===== src/rtl/pci_mem_target.sv =====
// pci_mem_target: PCI memory target decoding one BAR window onto a word-wide backend memory port.
module pci_mem_target #(
  parameter int          ADDR_W     = 14,
  parameter logic [31:0] BAR_MASK   = 32'hFFFF_0000,
  parameter int          DISCONNECT = 8
) (
  input  logic              clk,
  input  logic              rst,
  input  logic [31:0]       bar_base,
  input  logic [31:0]       ad_i,
  output logic [31:0]       ad_o,
  output logic              ad_oe,
  input  logic [3:0]        cbe_i,
  output logic              par_o,
  output logic              par_oe,
  input  logic              frame_n_i,
  input  logic              irdy_n_i,
  output logic              trdy_n_o,
  output logic              stop_n_o,
  output logic              devsel_n_o,
  output logic              ctl_oe,
  output logic [ADDR_W-1:0] mem_addr,
  input  logic [31:0]       mem_rdata,
  output logic              mem_we,
  output logic [3:0]        mem_be,
  output logic [31:0]       mem_wdata
);
  typedef enum logic [2:0] {IDLE, BUSY, WRITE, READ_TA, READ, BACKOFF} state_t;
  localparam logic [7:0] DLAST = 8'(DISCONNECT - 1);
  localparam bit         DEN   = DISCONNECT != 0;
  state_t state;
  logic frame_prev;
  logic [ADDR_W-1:0] addr;
  logic [7:0] beat;
  logic is_rd, is_wr, hit, addr_phase, done, first_stop;
  assign is_rd      = cbe_i == 4'h6 || cbe_i == 4'hC || cbe_i == 4'hE;
  assign is_wr      = cbe_i == 4'h7 || cbe_i == 4'hF;
  assign hit        = (ad_i & BAR_MASK) == (bar_base & BAR_MASK) && (is_rd || is_wr);
  assign addr_phase = state == IDLE && !frame_n_i && frame_prev && irdy_n_i;
  assign done       = (state == WRITE || state == READ) && !irdy_n_i && !trdy_n_o;
  assign first_stop = DEN && DLAST == 8'd0;
  // Reads look one word ahead on a completion so the next beat is ready without a wait state.
  assign mem_addr   = (state == READ && done) ? addr + ADDR_W'(1) : addr;
  assign mem_we     = state == WRITE && done;
  assign mem_be     = ~cbe_i;
  assign mem_wdata  = ad_i;
  always_ff @(posedge clk or posedge rst) begin
    if (rst) begin
      state      <= IDLE;
      frame_prev <= 1'b1;
      addr       <= '0;
      beat       <= '0;
      ad_o       <= '0;
      ad_oe      <= 1'b0;
      par_o      <= 1'b0;
      par_oe     <= 1'b0;
      trdy_n_o   <= 1'b1;
      stop_n_o   <= 1'b1;
      devsel_n_o <= 1'b1;
      ctl_oe     <= 1'b0;
    end else begin
      frame_prev <= frame_n_i;
      par_o      <= ^{ad_o, cbe_i};
      par_oe     <= ad_oe;
      case (state)
        IDLE: if (addr_phase) begin
          addr <= ad_i[ADDR_W+1:2];
          beat <= '0;
          if (!hit) state <= BUSY;
          else begin
            ctl_oe     <= 1'b1;
            devsel_n_o <= 1'b0;
            if (is_wr) begin
              state    <= WRITE;
              trdy_n_o <= 1'b0;
              stop_n_o <= !first_stop;
            end else state <= READ_TA;
          end
        end
        BUSY: if (frame_n_i && irdy_n_i) state <= IDLE;
        READ_TA: begin
          ad_o     <= mem_rdata;
          ad_oe    <= 1'b1;
          trdy_n_o <= 1'b0;
          stop_n_o <= !first_stop;
          state    <= READ;
        end
        WRITE, READ: begin
          if (done) begin
            addr <= addr + ADDR_W'(1);
            beat <= beat + 8'd1;
          end
          if (state == READ && done) ad_o <= mem_rdata;
          if (frame_n_i && (done || !stop_n_o)) begin
            state      <= BACKOFF;
            trdy_n_o   <= 1'b1;
            stop_n_o   <= 1'b1;
            devsel_n_o <= 1'b1;
            ad_oe      <= 1'b0;
          end else if (done) begin
            if (!stop_n_o) trdy_n_o <= 1'b1;
            else stop_n_o <= !(DEN && beat + 8'd1 == DLAST);
          end
        end
        BACKOFF: begin
          ctl_oe <= 1'b0;
          state  <= IDLE;
        end
        default: state <= IDLE;
      endcase
    end
  end
endmodule


===== config.mk =====
export PLATFORM = sky130hd
export DESIGN_NAME = pci_mem_target
export DESIGN_NICKNAME = d
export VERILOG_FILES = /design/src/rtl/pci_mem_target.sv
export SDC_FILE = /design/constraint.sdc
export NUM_CORES = 1
export LEC_CHECK = 0
export BUFFER_PORTS_ARGS = -buffer_cell sky130_fd_sc_hd__buf_4
export CAP_MARGIN = 10
export CORE_MARGIN = 2
export CORE_UTILIZATION = 43
export DETAILED_ROUTE_END_ITERATION = 8
export GPL_TIMING_DRIVEN = 0
export PLACE_DENSITY = 0.78
export SYNTH_ARGS = -nofsm -noshare
export SYNTH_HDL_FRONTEND = slang
export SYNTH_SLANG_ARGS = --single-unit

===== constraint.sdc =====
create_clock -name clk -period 1.7 [get_ports clk]
set_input_delay 0.17 -clock clk [delete_from_list [all_inputs] [get_ports clk]]
set_output_delay 0.17 -clock clk [all_outputs]
set_load 0.05 [all_outputs]

Word level (Yosys, flattened, before mapping)

Index checks and enable logic that the tools add are counted.
Widths: inputs -> output; s select.

Input port bits: 104
Bits in registers: 65
Word-level logic and storage cells: 110
Output and inout port bits: 90

Bitwise operators: 1
Reductions and logical operators: 36
Muxes and demuxes: 38
Add/sub/neg operators: 2
Equality and inequality tests: 21

Operators with widths:

| cell                  | number |
|---|---|
| $pmux 32 s2           | 1 |
| $mux 14               | 3 |
| $reduce_xor 36->1     | 1 |
| $mux 32               | 1 |
| $pmux 14 s2           | 1 |
| $mux 1                | 19 |
| $eq 16x16->1          | 1 |
| $mux 8                | 2 |
| $pmux 8 s2            | 1 |
| $add 14x1->14 const B | 1 |
| $ne 2x2->1 const B    | 7 |
| $eq 4x4->1 const B    | 3 |
| $pmux 3 s4            | 1 |
| $logic_and 1x1->1     | 10 |
| $mux 3                | 3 |
| $reduce_and 3->1      | 3 |
| $add 8x1->8 const B   | 1 |
| $eq 4x3->1 const B    | 2 |
| $eq 8x3->1 const B    | 1 |
| $eq 3x2->1 const B    | 2 |
| $eq 3x3->1 const B    | 2 |
| $logic_or 1x1->1      | 6 |
| $ne 3x3->1 const B    | 2 |
| $pmux 1 s2            | 3 |
| 13 further kinds      | 21 |

Depth between registers and ports, before layout

Gate-level depths: netlist (run 1).

Depth after elaboration: 8
Mapped depth: 8
Mapped depth without buffers: 8

Least setup slack after synthesis (run 1)

Ideal clock, no wire load.

Path type: register -> output
Start: register trdy_n_o
End: output port mem_addr[8]
Arrival: 2151 ps
Slack: -621 ps
Required time: 1530 ps
Stages on the path, launching flop included: 7
Cells stage by stage: dfstp_2 or2_0 buf_2 nor2_1 buf_2 nand3_1 xnor2_1

Longest elaborated chain between the ends: 4

Ends and longest elaborated chain:

| element                | line | text |
|---|---|---|
| from (decl)            | 18   | `output logic trdy_n_o,` |
| from (signal assigned) | 57   | `trdy_n_o <= 1'b1;` |
| from (signal assigned) | 75   | `trdy_n_o <= 1'b0;` |
| from (signal assigned) | 84   | `trdy_n_o <= 1'b0;` |
| $logic_not 1->1        | 40   | `assign done = (state == WRITE \|\| state == READ) && !irdy_n_i && !trdy_n_o;` |
| $logic_and 1x1->1      | 40   |  |
| $logic_and 1x1->1      | 43   | `assign mem_addr = (state == READ && done) ? addr + ADDR_W'(1) : addr;` |
| $mux 14                | 43   |  |
| to (decl)              | 22   | `output logic [ADDR_W-1:0] mem_addr,` |

No other way between the ends.

Worst setup path in the final report (run 1)

Start: register addr[0]
End: output port mem_addr[11]

Longest elaborated chain between the ends: 2

Ends and longest elaborated chain:

| element                | line | text |
|---|---|---|
| from (decl)            | 33   | `logic [ADDR_W-1:0] addr;` |
| from (signal assigned) | 67   | `addr <= ad_i[ADDR_W+1:2];` |
| from (signal assigned) | 90   | `addr <= addr + ADDR_W'(1);` |
| $add 14x1->14          | 43   |  |
| $mux 14                | 43   |  |

No other way between the ends.

==> results of run 1 <==
[stage by stage]
stage	total power [mW]	util	setup WS, ps
after global routing	10.3	0.767	-582
final	9.87	0.767	-521
after detailed placement	7.62	0.636	-316
after global placement	7.48	0.634	-291
after CTS	9.61	0.732	-454
after floorplan	6.27	-	-251
[final cells by class]
cell class	count	area (um2)
clock inverter	3	65.1
clock buffer	11	151
buffer	51	449
inverter	8	37.5
sequential	65	1640
timing repair buffer	225	1890
tap	129	161
multi-input combinational	296	2760
fill	564	2180
[where the power goes]
part / leakage, nW / internal (mW) / total (mW) / switching [mW]
clock: 0.111 / 0.888 / 1.50 / 0.608
combinational: 2.36 / 2.65 / 5.85 / 3.19
sequential: 0.756 / 2.00 / 2.52 / 0.526
total: 3.23 / 5.54 / 9.87 / 4.33
[flip-flops by register name, indices dropped and copies added, names as in the netlist]
name        cells
ad_oe           1
devsel_n_o      1
addr           14
par_o           1
par_oe          1
trdy_n_o        1
ctl_oe          1
state           3
beat            8
frame_prev      1
stop_n_o        1
ad_o           32
[cell usage in the layout, fill, tap and decap left out, drive strengths merged, types with 2 or more instances in the layout]
cell type / count
o22ai: 6
nand3: 18
nand2: 33
clkbuf: 12
mux2: 33
buf: 273
a31oi: 4
bufinv: 2
dfrtp: 61
clkinvlp: 2
nor2b: 3
mux2i: 2
o21ai: 27
inv: 6
xor2: 3
nand2b: 2
nor3: 3
dlygate4sd3: 2
dfstp: 4
a21oi: 24
xnor2: 63
and3: 11
o22a: 4
and2: 2
o21a: 2
nor3b: 2
nand4: 6
o31a: 2
ha: 8
or3: 4
nor2: 18
o31ai: 3
[what timing repair did]
action / 4_1_cts / 5_1_grt
hold endpoints to repair: 26 / 0
gates cloned: 8 / 0
hold buffers: 2 / 0
gates resized for setup: 112 / 63
pin swaps: 24 / 23
buffers inserted: 21 / 24
setup endpoints to repair: 62 / 73
[logic make-up (layout without fill, tap and decap cells)]
logic type | Yosys count | in the layout | share of synthesized area
AO/OA/AOI/OAI | 76 | 77 | 0.114
XOR/XNOR | 66 | 66 | 0.140
adder cells (fa/ha/maj) | 8 | 8 | 0.0240
buffers and inverters | 60 | 298 | 0.0986
flip-flops | 65 | 65 | 0.391
multiplexers | 35 | 35 | 0.0938
AND/OR/NAND/NOR | 110 | 110 | 0.138
[metal layers]
metal  share of wire  vias to the layer above
met5               0                        -
met4           0.035                        0
met3           0.079                       44
met2            0.51                      203
met1            0.38                     2024
li1                -                     1894
[worst reg2reg max path, stage by stage, from the launching register on]
cell and delay (ps):
dfstp_2 530, or2_0 120, buf_6 120, buf_6 100, buf_8 130, nor2_4 60, buf_6 110, o21ai_4 290
buf_6 150, a21oi_2 30, a2bb2oi_2 120
[worst paths after layout]
check                                   start            to  cells after the start
worst max-delay path                  addr[0]  mem_addr[11]                      7
worst min register to register          ad_oe        par_oe                      0
worst max register to register       trdy_n_o       addr[9]                     10
worst min-delay path            mem_rdata[10]      ad_o[10]                      2
min in group asynchronous                 rst        par_oe                      3
max in group asynchronous                 rst      stop_n_o                      4
==> impl_metrics.toml, run 1 <==
[timing]
max_freq_ghz = 0.450
fin_skew_ps = 14.0
rsz0062_at_grt = "yes"
timing.final.ws_setup_ps = -521
hold_viol = 0
hold_slack_ps = 57.8
drv_slew = 0
min_period_ps = 2220
fin_setup_tns_ps = -13670
period_share = 1.31
worst_pin_slew_ps = 646
setup_viol = 70
slew_headroom = 0.569

[synthesis]
syn_area_um2 = 4180
synth_ff_type = "dfrtp_1"
synth-edff-count = 0
yosysMostFrequentCell = "xnor2_1"
ys_ff_latch = 65
synth_top_cell_area_share = 0.366
avgSynthCellArea_um2 = 9.94
synthesis.nets = 532
ys_seq_area_frac = 0.391
yosys-top-cells-area = "dfrtp_1, xnor2_1, buf_4"
yosysWarnings = 0
synth_common_cells = "xnor2_1, dfrtp_1, buf_4"
synth_area_leader_cell = "dfrtp_1"
ys_types = 54
syn_inst = 420
synthArstFlopShare = 1.00

[routing]
first_iter_violations = 244
dr.pass1.iters = 5
via_per_inst = 5.29
wire_per_inst_um = 18.3
drcViolationCount = 0
num_vias = 4165
ant_nets = 0
routed_wl_um = 14400

[flow_run]
drv_cap = 0

[global_routing]
grt_pass1_wl_um = 20800
top_usage_layer = "met2"
grtUsageTotal = 0.254
met2_usage = 0.440
grt_max_degree = 41
use_met3 = 0.0692
antenna_found_initial = 0
grtUsageMet1 = 0.303
grt_pass1_vias = 4247
grt-ovfl-total = 0

[setup_path]
crit_arrival_ps = 2050
cp_top_family = "simple AND/OR/NAND/NOR gates"
start_kind = "register"
worstSetupPathType = "register to output port"
cp.required_ps = 1530
cpMostUsedCell = "and3_4"
critical_path_buf_inv_count = 1
critical_path.max_stage_delay_ps = 420
critPathSlowestCell = "dfrtp_2"
crit_chain = "and3_4, and3_4, nand3_1, nor2_2, nand2_2, xnor2_4, buf_6"
r2r_slack_ps = -200
crit_fanout = 5
crit_path_end_kind = "output port"

[finish]
stdcell_count = 788
nets = 768
drive_gt1_frac = 0.618
diodes = 0
fin_area_um2 = 7150
area_growth_pct = 71.3

[placed_design]
hpwl_um = 8510
placed_cells = 725
gp_congestion = 0.884
placed_cell_area_um2 = 5930
numPortBuffers = 175

[clocking]
clockBufferDepth = 2
htreeDepth = 3
cts.sinks = 65
clk-insertion-delay-late_ps = 350
cts_buffers = 9
cts-root-buf = "clkbuf_8"
cts.reportedPaths.clkPinSlew_ps = 70
cts_tree = "built"

[power_and_ir_drop]
p_per_area_nw_per_um2 = 1380
leakage_nw = 3.23
peakVddDrop_v = 0.00111

[floorplan]
fp-row-count = 35
die_w_um = 103
io_pins = 194
die-area_um2 = 10500
initial_core_util = 0.448
die_y_um = 103
core_um2 = 9330

[worst_hold_path]
min_path_type = "primary input to register"

[outcome]
status = "complete, but fails checks"
violations = "negative setup slack"
No activity file was read; power rests on OpenSTA's default activity.
==> inputs of run 2 (changes only) <==
Settings changed: MAX_ROUTING_LAYER set to met4, SLEW_MARGIN set to 20.
==> run 2 against run 1 <==
Effect of this change:
- critical path depth fell by 1
- sequential power barely moved
- the flow still finishes with violations (negative setup slack)
- utilization fell by 0.86 points
- global-route usage rose by 0.37 points
- routed wire length fell by 4.8%
- final cell count did not move
- clock skew fell by 7.6 ps
- setup slack improved by 44 ps
- sequential cell count did not move
- die area did not move
- via count fell by 2.0%
==> impl_metrics.toml, run 2 (same netlist as run 1, synthesis figures left out) <==
[setup_path]
crit_arrival_ps = 2010
worstSetupPathType = "register to output port"
cp.required_ps = 1530
crit_fanout = 4
crit_path_end_kind = "output port"
start_kind = "register"

[placed_design]
numPortBuffers = 175
gp_congestion = 0.899
hpwl_um = 8560

[finish]
drive_gt1_frac = 0.618
top_register = "ad_o"
largestRegisters = "ad_o (32), addr (14), beat (8)"
diodes = 0
final_cell_mix = "buf_4, dfrtp_1, xnor2_1"
final.fill_count = 612
nets = 766
final_common_cell = "buf_4"
largest_reg_flops = 32
area_growth_pct = 69.3

[routing]
num_vias = 4080
drcViolationCount = 0
via_per_inst = 5.18
dr.pass1.iters = 4
routed_wl_um = 13700
wire_per_inst_um = 17.4
ant_nets = 0
first_iter_violations = 169

[global_routing]
grt_pass1_wl_um = 20400
grt_pass1_vias = 4215
grt-ovfl-total = 0
grt_max_degree = 26
antenna_found_initial = 0
grtUsageTotal = 0.258

[timing]
max_freq_ghz = 0.459
timing.final.ws_setup_ps = -477
fin_skew_ps = 6.32
hold_viol = 0
drv_slew = 0
slew_headroom = 0.658
worst_pin_slew_ps = 509
setup_viol = 63
rsz0062_at_grt = "yes"
min_period_ps = 2180
hold_slack_ps = 53.4
period_share = 1.28

[floorplan]
core_um2 = 9330
die-area_um2 = 10500
die_w_um = 103
die_y_um = 103
fp-row-count = 35
initial_core_util = 0.448
io_pins = 194

[flow_run]
drv_cap = 0

[clocking]
htreeDepth = 3
cts.reportedPaths.clkPinSlew_ps = 70
cts_tree = "built"
cts_buffers = 9
clk-insertion-delay-late_ps = 340
cts.sinks = 65
cts-root-buf = "clkbuf_8"
clockBufferDepth = 2

[worst_hold_path]
min_path_type = "primary input to register"

[power_and_ir_drop]
p_per_area_nw_per_um2 = 1340
leakage_nw = 3.20
total_power_mw = 9.45
peakVddDrop_v = 0.00114

[outcome]
violations = "negative setup slack"
status = "complete, but fails checks"
==> run 2: area by class of cell <==
cell class              instances  area [um2]  area share
multi-input cells             295        2710       0.384
plain buffers                  48         439      0.0621
well taps                     129         161      0.0228
flip-flops and latches         65        1640       0.232
repair buffers                227        1920       0.271
inverters                       8        37.5     0.00531
clock inverters                 6        35.0     0.00495
clock buffers                  10         128      0.0180
==> run 2: worst paths after layout <==
kind                          startpoint      endpoint  slack, ps  cells past startpoint
setup / recovery                 addr[0]  mem_addr[13]       -480                      6
hold / removal             mem_rdata[10]      ad_o[10]         50                      2
setup reg to reg                 addr[0]      addr[12]       -160                     10
hold reg to reg                    ad_oe        par_oe        450                      0
max in group asynchronous            rst      stop_n_o        530                      5
min in group asynchronous            rst      addr[10]        420                      3
==> run 2: what timing repair did <==
item	in CTS	in global routing
gates cloned	6	1
pin swaps	15	19
buffers inserted	27	16
setup endpoints to repair	64	72
hold buffers	2	0
resized for setup	114	58
endpoints found under the hold margin	20	0
==> run 2: through the flow <==
stage | setup slack, ps | std cells | utilization | cell area (um2) | setup TNS [ps]
global placement | -291 | 724 | 0.634 | 5910 | -6810
finish | -477 | 788 | 0.758 | 7070 | -7090
floorplan | -251 | 420 | - | 4440 | -2480
global route | -539 | 788 | 0.758 | 7070 | -10620
CTS | -421 | 776 | 0.728 | 6790 | -5530
detailed placement | -320 | 726 | 0.639 | 5960 | -7930
==> run 2: worst max-delay path, cell delays in order, from the launching register on <==
cell and delay (ps):
dfrtp_2 390, and3_4 190, and3_4 210, and3_4 230, nand4_1 230, xnor2_4 230, buf_6 170
==> run 2: per-layer routing <==
layer	wire length, um	vias up	GRT usage
met5	0	-	-
met4	325	0	0.0944
met3	869	26	0.0495
met2	6900	183	0.431
met1	5600	1980	0.311
li1	-	1891	-
==> run 2: power by group <==
| group | total [mW] | internal, mW | leakage, nW | switching (mW) |
|---|---|---|---|---|
| Combinational | 5.79 | 2.65 | 2.36 | 3.14 |
| Sequential | 2.50 | 2.00 | 0.755 | 0.505 |
| Clock | 1.15 | 0.519 | 0.0818 | 0.635 |
==> inputs of run 3 (changes only) <==
--- a/config.mk
+++ b/config.mk
@@ -9,3 +9,3 @@
 export CAP_MARGIN = 10
-export CORE_MARGIN = 2
+export CORE_MARGIN = 3
 export CORE_UTILIZATION = 43
--- a/constraint.sdc
+++ b/constraint.sdc
@@ -3,2 +3,2 @@
 set_output_delay 0.17 -clock clk [all_outputs]
-set_load 0.05 [all_outputs]
+set_load 0.1 [all_outputs]
==> run 3 against run 2 <==
Effect of this change:
- the run still ends with negative setup slack left
- highest routed layer unchanged
- total power grew 27%
- global-route usage grew 0.30 points
- maximum frequency fell by 6.4%
- critical endpoint is now mem_addr[8]
- sequential share of layout area is 1.3 points lower
- utilization is 5.2 points higher
- sequential cell count is the same
- non-clock buffer count rose by 11
- design area increased by 6.9%
- via count grew 3.7%
==> impl_metrics.toml, run 3 (same netlist as run 1, synthesis figures left out) <==
[placed_design]
hpwl_um = 8960
placed_cell_area_um2 = 6150
gp_congestion = 0.844
numPortBuffers = 175
place_ws_ps = -435
placed_cells = 726

[floorplan]
core_um2 = 9330
io_pins = 194
fp-row-count = 35
die-area_um2 = 10900
initial_core_util = 0.448
die_y_um = 105
die_w_um = 105

[power_and_ir_drop]
peakVddDrop_v = 0.00173
p_switching_mw = 6.30
clockPowerShare = 0.114
p_int_mw = 5.66
leakage_nw = 3.37
switching_share = 0.527
p_per_area_nw_per_um2 = 1580
total_power_mw = 12.0
comb_power_share = 0.670
power_frac_seq = 0.216

[finish]
final.fill_count = 503
largest_reg_flops = 32
stdcell_count = 800
area_growth_pct = 81.0
nets = 778
top_register = "ad_o"
drive_gt1_frac = 0.647
fin_area_um2 = 7560
largestRegisters = "ad_o (32), addr (14), beat (8)"
final_common_cell = "buf_4"
final_cell_mix = "buf_4, xnor2_1, dfrtp_1"
diodes = 0

[timing]
slew_headroom = 0.718
worst_pin_slew_ps = 419
hold_slack_ps = 49.5
rsz0062_at_grt = "yes"
max_freq_ghz = 0.430
period_share = 1.37
hold_viol = 0
setup_viol = 71
min_period_ps = 2330
timing.final.ws_setup_ps = -626
fin_skew_ps = 9.38
drv_slew = 0

[setup_path]
worstSetupPathType = "register to output port"
r2r_slack_ps = -320
cp.required_ps = 1530
crit_fanout = 5
crit_arrival_ps = 2160
crit_path_end_kind = "output port"
start_kind = "register"
r2r_start = "trdy_n_o"
rr_endpoint = "addr[12]"
rr_worst_depth = 9

[global_routing]
grtUsageTotal = 0.261
grt_pass1_vias = 4380
grt-ovfl-total = 0
grt_pass1_wl_um = 22400
grt_max_degree = 35
antenna_found_initial = 0

[routing]
drcViolationCount = 0
wl_met1_um = 5830
ant_nets = 0
routed_wl_um = 15700
routed.top_layer = "met4"
first_iter_violations = 198
dr.pass1.iters = 4
route.met2.wl_um = 8250
wire_per_inst_um = 19.6
wl_met3_um = 948
num_vias = 4229
via_per_inst = 5.29

[clocking]
cts_buffers = 9
clk-insertion-delay-late_ps = 340
cts.sinks = 65
cts.reportedPaths.clkPinSlew_ps = 80
htreeDepth = 3
cts-root-buf = "clkbuf_8"
cts_tree = "built"
clockBufferDepth = 2

[flow_run]
drv_cap = 0

[outcome]
violations = "negative setup slack"
status = "complete, but fails checks"

[worst_hold_path]
min_path_type = "primary input to register"
hp-start = "mem_rdata[18]"
whs_path_depth = 2
whs_endpoint = "ad_o[18]"
-- run 3: layer usage --
layer	up-vias	track usage
met2	199	0.455
met4	0	0.0921
li1	1920	-
met1	2056	0.300
met3	54	0.0500
met5	-	-
-- run 3: layout make-up --
class	instances	area, um2	area share
Timing Repair Buffer	239	2220	0.293
Tap cell	129	161	0.0214
Clock inverter	6	68.8	0.00910
Buffer	47	404	0.0535
Clock buffer	10	128	0.0169
Multi-Input combinational cell	296	2880	0.381
Inverter	8	45.0	0.00596
Sequential cell	65	1650	0.218
-- run 3: worst max-delay path, cell delays in order (launching register included) --
cell,delay (ps)
dfstp_4,470
or2_4,280
nor2_4,180
buf_4,150
buf_6,100
buf_12,130
nand3_4,110
xnor2_4,190
buf_12,200
-- run 3: per-stage QoR --
step | util | setup TNS (ps)
floorplan | - | -12560
global placement | 0.655 | -11080
detailed placement | 0.660 | -12550
CTS | 0.770 | -15020
global route | 0.810 | -22930
finish | 0.810 | -20110
-- run 3: worst max-delay path by stage --
| stage | slack (ps) | depth (start not counted) | end | from |
|---|---|---|---|---|
| global route | -650 | 10 | mem_addr[8] | state[1] |
| CTS | -540 | 7 | mem_addr[9] | trdy_n_o |
| floorplan | -440 | 5 | mem_addr[6] | addr[0] |
| finish | -630 | 8 | mem_addr[8] | trdy_n_o |
| global placement | -420 | 6 | mem_addr[13] | addr[7] |
| detailed placement | -440 | 6 | mem_addr[13] | addr[7] |
-- run 3: what timing repair did --
item | CTS | global route
pin swaps | 22 | 26
hold endpoints to repair | 13 | 0
endpoints found under the setup margin | 71 | 74
buffers inserted | 27 | 30
resized for setup | 132 | 59
hold buffers | 2 | 0
gates cloned | 8 | 0
-- run 3: power groups by stage --
stage                     sequential (mW)  clock [mW]  combinational, mW
after floorplan                      4.58           0               3.56
after global placement               2.53           0               6.89
after detailed placement             2.56           0               6.97
after CTS                            2.52        1.34               7.71
after global routing                 2.63        1.44               8.29
final                                2.58        1.36               8.02
